## src/rtl/jk_bank_arbiter.sv

```systemverilog
// Two-requester round-robin arbiter owning a bank of JK flip-flops.
// Each granted request applies one {j,k} command to one bit, then pulses its ack.
module jk_bank_arbiter #(
    parameter int unsigned WIDTH = 8,
    parameter int unsigned IDX_W = 3
) (
    input  logic             clk,
    input  logic             rst,
    input  logic             req0,
    input  logic [1:0]       op0,
    input  logic [IDX_W-1:0] idx0,
    input  logic             req1,
    input  logic [1:0]       op1,
    input  logic [IDX_W-1:0] idx1,
    output logic             ack0,
    output logic             ack1,
    output logic             err,
    output logic             busy,
    output logic [WIDTH-1:0] q,
    output logic [WIDTH-1:0] qbar
);

    typedef enum logic [1:0] {
        IDLE  = 2'd0,
        APPLY = 2'd1,
        ACK   = 2'd2
    } state_t;

    state_t             state_q, state_d;
    logic [WIDTH-1:0]   q_q, q_d;
    logic               prio_q, prio_d;
    logic               win_q, win_d;
    logic [1:0]         op_q, op_d;
    logic [IDX_W-1:0]   idx_q, idx_d;
    logic               ack0_q, ack0_d;
    logic               ack1_q, ack1_d;
    logic               err_q, err_d;

    always_ff @(posedge clk) begin
        if (!rst) begin
            state_q <= IDLE;
            q_q     <= '0;
            prio_q  <= 1'b0;
            win_q   <= 1'b0;
            op_q    <= '0;
            idx_q   <= '0;
            ack0_q  <= 1'b0;
            ack1_q  <= 1'b0;
            err_q   <= 1'b0;
        end else begin
            state_q <= state_d;
            q_q     <= q_d;
            prio_q  <= prio_d;
            win_q   <= win_d;
            op_q    <= op_d;
            idx_q   <= idx_d;
            ack0_q  <= ack0_d;
            ack1_q  <= ack1_d;
            err_q   <= err_d;
        end
    end

    always_comb begin
        state_d = state_q;
        q_d     = q_q;
        prio_d  = prio_q;
        win_d   = win_q;
        op_d    = op_q;
        idx_d   = idx_q;
        ack0_d  = 1'b0;
        ack1_d  = 1'b0;
        err_d   = 1'b0;
        unique case (state_q)
            IDLE: begin
                if (req0 || req1) begin
                    win_d   = (req0 && req1) ? prio_q : req1;
                    op_d    = win_d ? op1 : op0;
                    idx_d   = win_d ? idx1 : idx0;
                    state_d = APPLY;
                end
            end
            APPLY: begin
                // Out-of-range indices match no iteration, so the bank holds.
                for (int unsigned i = 0; i < WIDTH; i++) begin
                    if (32'(idx_q) == i) begin
                        unique case (op_q)
                            2'b01:   q_d[i] = 1'b0;
                            2'b10:   q_d[i] = 1'b1;
                            2'b11:   q_d[i] = ~q_q[i];
                            default: q_d[i] = q_q[i];
                        endcase
                    end
                end
                err_d   = (32'(idx_q) >= WIDTH);
                ack0_d  = ~win_q;
                ack1_d  = win_q;
                prio_d  = ~win_q;
                state_d = ACK;
            end
            ACK: begin
                state_d = IDLE;
            end
            default: begin
                state_d = IDLE;
            end
        endcase
    end

    assign q    = q_q;
    assign qbar = ~q_q;
    assign busy = (state_q != IDLE);
    assign ack0 = ack0_q;
    assign ack1 = ack1_q;
    assign err  = err_q;

endmodule

```

## config.mk

```make
export PLATFORM = sky130hd
export DESIGN_NAME = jk_bank_arbiter
export DESIGN_NICKNAME = d
export VERILOG_FILES = /design/src/rtl/jk_bank_arbiter.sv
export SDC_FILE = /design/constraint.sdc
export NUM_CORES = 1
export LEC_CHECK = 0
export CELL_PAD_IN_SITES_DETAIL_PLACEMENT = 1
export CELL_PAD_IN_SITES_GLOBAL_PLACEMENT = 1
export CORE_AREA = 2 2 60 62
export CTS_CLUSTER_DIAMETER = 150
export DETAILED_ROUTE_END_ITERATION = 10
export DIE_AREA = 0 0 62 64
export MAX_ROUTING_LAYER = met4
export PLACE_DENSITY_LB_ADDON = 0.1
export SETUP_SLACK_MARGIN = 0.1
export SLEW_MARGIN = 20
export SYNTH_ARGS = -nofsm -noshare
export SYNTH_HDL_FRONTEND = slang
export SYNTH_SLANG_ARGS = --single-unit
export TNS_END_PERCENT = 5
```

## constraint.sdc

```tcl
create_clock -name clk -period 1.38 [get_ports clk]
set_clock_uncertainty 0.2 [all_clocks]
set_input_delay 0.276 -clock clk [delete_from_list [all_inputs] [get_ports clk]]
set_output_delay 0.276 -clock clk [all_outputs]
set_load 0.05 [all_outputs]
```

==> metrics.md <==
| Metric | Value |
|---|---|
| Area leader, netlist | `dfxtp_1` |
| Non-Filler Instances | `between 150 and 200` |
| Syn nets | `roughly 110` |
| Status | `complete, but fails checks` |
| Main synth FF type | `dfxtp_1` |
| Sw Share | `30.0%` |
| PwrDens | `approximately 740 nW/µm²` |
| Die ar. | `3970 µm²` |
| Final worst path period share | `119%` |
| CP max stage cell | `dfxtp_4` |
| Failing checks | `negative setup slack` |
| Cell Chain, Critical Path | `nor2_4, buf_6, clkinvlp_4, buf_12` |
| Psw | `approximately 370 µW` |
| Post-route ant nets | `0` |
| Min Tclk post-route | `1.64 ns` |
| Overflow after GRT | `0` |
| Initial antenna violation count | `0` |
| Final setup vio count | `17` |
| Initial Util | `26.5%` |
| Fin Hold WS | `0.300 ns` |
| Avg WL per Cell | `between 10 and 15 µm` |
| Die W | `62 µm` |
| EDFF count, synth | `0` |
| CP max FO | `3` |
| Arr. time, crit path | `1.16 ns` |
| LEAKAGE | `around 0.00064 µW` |
| Top-area cell type share of the netlist area | `approximately 44%` |
| Die height | `64 µm` |
| Pwr Total | `1240 µW` |
| Clk sinks | `19` |
| FP Rows | `21` |
| Global Route Usage Sum | `13.5%` |
| Initial DRC count | `13` |
| Most common cell in the netlist | `dfxtp_1` |
| FMAX | `a little over 0.6 GHz` |
| CTS clk-pin slew, worst paths | `about 0.11 ns` |
| Fin nets | `156` |
| Core Region | `between 3000 and 4000 µm²` |
| Yosys warnings | `0` |
| Synth top area cells | `dfxtp_1 (44%), o311a_1 (9.2%), inv_1 (4.7%)` |
| Internal power | `867 µW` |
| I/O Pins | `34` |
| Synthesized area per cell | `8.89 µm²` |
| First-pass GRT wire length | `3840 µm` |
| Req. time, crit path | `0.90 ns` |
| Hold Vio Cnt, Final | `0` |
| Synth top cells by count | `dfxtp_1 (19), inv_1 (11), o21ai_0 (8), o311a_1 (8)` |
| Root Driver | `clkbuf_4` |
| DP Area | `between 1000 and 1500 µm²` |
| Via-to-Cell Ratio | `4.70` |
| Library cells used by synthesis | `24` |
| Post-synth ARST share | `0%` |
| Synthesized flop and latch total | `19` |
| Combinational group share of total power | `28.0%` |
| Clock network power share | `between 20% and 30%` |
| Sequential share of power | `48.8%` |
| N_diodes | `0` |
| Cell Area, Synth | `871 µm²` |
| H-tree depth | `1` |
| Crit end category | `primary output` |
| RSZ-0062 raised after global routing | `true` |
| CTS tree | `built` |
| Final WL | `2530 µm` |
| Placer Congestion | `roughly 0.74` |
| Clock Path Buffers | `2` |
| Max incr delay on CP | `0.38 ns` |
| Setup WS post-layout | `-0.258 ns` |
| WS Path Type | `reg2out` |
| PortBufs | `32` |
| First-pass iteration count of the detailed router | `4` |
| Worst skew pair latency | `slightly below 0.3 ns` |
| Cts bufs inserted | `3` |
| Post-route cell area | `1670 µm²` |
| Max Slew Vio Count | `0` |
| Vias in the first global route | `851` |
| Vias after detailed routing | `879` |
| CTS Hold Bufs | `0` |
| Layout cell share with drive strength beyond 1 | `46.8%` |
| Worst setup SP type | `flip-flop` |
| Syn-to-layout area delta | `91.5%` |
| DP Cell Count | `178` |
| VDD IR max | `around 0.37 mV` |
| Post-synthesis sequential area ratio | `43.7%` |
| Largest net degree at the start of global routing | `13` |
| Max_cap viols | `0` |
| Hold Crit Class | `reg2reg` |
| Synth Instances | `98` |
| # DRC | `0` |
| Post-DP HPWL | `1880 µm` |
[layout make-up]
type                       instances  area (µm²)
multi-input combinational         64         499
tap                               46        57.6
clock buffer                       4        26.3
inverter                          11        61.3
fill                             367        1620
sequential                        19         420
timing repair buffer              43         603
[metal layers]
| layer | wire length [µm] | vias to the layer above | global-route usage, % |
|---|---|---|---|
| met5 | 0 | - | - |
| met4 | 20 | 0 | 5.59 |
| met3 | 107 | 2 | 3.04 |
| met2 | 1400 | 26 | 22.5 |
| met1 | 1000 | 413 | 14.9 |
| li1 | - | 438 | - |
[power by group through the flow]
stage,logic (µW),clock network (µW),registers (µW)
6_report,348,287,604
3_3_place_gp,287,0,617
4_1_cts,322,300,607
5_1_grt,373,339,611
3_5_place_dp,292,0,619
2_1_floorplan,146,0,626
[state kept, by name (all words and copies together) (netlist names)]
register	cells
ack1	1
op_q	2
q	8
idx_q	3
ack0	1
win_q	1
state_q	2
prio_q	1
[cells by family (layout without fill, tap and decap cells)]
| logic type | count (synthesis) | in the layout | share of synthesized area [%] |
|---|---|---|---|
| AO/OA/AOI/OAI | 34 | 34 | 27.0 |
| AND/OR/NAND/NOR | 28 | 28 | 20.8 |
| flip-flops | 19 | 19 | 43.7 |
| buffers and inverters | 15 | 58 | 6.90 |
| other | 1 | 1 | 0.431 |
| multiplexers | 1 | 1 | 1.15 |
[stage by stage]
| stage | utilization, % | TNS [ns] | setup WS (ns) |
|---|---|---|---|
| global route | 50.8 | -3.31 | -0.334 |
| global placement | 45.3 | -3.09 | -0.408 |
| detailed placement | 45.3 | -3.73 | -0.467 |
| CTS | 48.5 | -1.83 | -0.277 |
| finish | 50.8 | -2.13 | -0.258 |
| floorplan | - | -0.715 | -0.0840 |
[worst paths after layout]
kind | startpoint | end | slack (ns) | cells past startpoint
worst min register to register | win_q | ack0 | 0.30 | 1
worst max-delay path | state_q[1] | busy | -0.26 | 4
worst min-delay path | win_q | ack0 | 0.30 | 1
worst max register to register | state_q[1] | q[2] | -0.26 | 3
[timing repair]
| action | 4_1_cts | 5_1_grt |
|---|---|---|
| hold endpoints to repair | 0 | 0 |
| setup endpoints to repair | 33 | 33 |
| resized for setup | 26 | 14 |
| pin swaps | 4 | 13 |
| setup buffers | 2 | 3 |
| cloned | 0 | 0 |
[cells in the final DEF, fill, tap and decap left out, types with 2 or more instances in the layout]
cell type	n
inv_1	2
clkinvlp_4	4
buf_12	19
inv_2	3
nand4bb_4	2
clkbuf_4	3
buf_4	8
dfxtp_2	2
nand2_1	2
o21ai_1	2
o311a_1	8
and3_1	6
dfxtp_4	10
clkdlybuf4s50_1	12
a21oi_1	2
nand2b_1	2
buf_6	3
a21oi_2	4
inv_4	2
or3_1	5
o21ai_0	7
nor2_1	2
o21bai_1	5
a21boi_0	5
dfxtp_1	7
[critical path, delay by kind of cell, from the launching register on]
family / cells / cell delay (ns)
buffers and inverters: 3 / 0.38
DFF: 1 / 0.38
and+or+nand+nor: 1 / 0.11
Note: power is estimated with default switching activity, not from simulation.
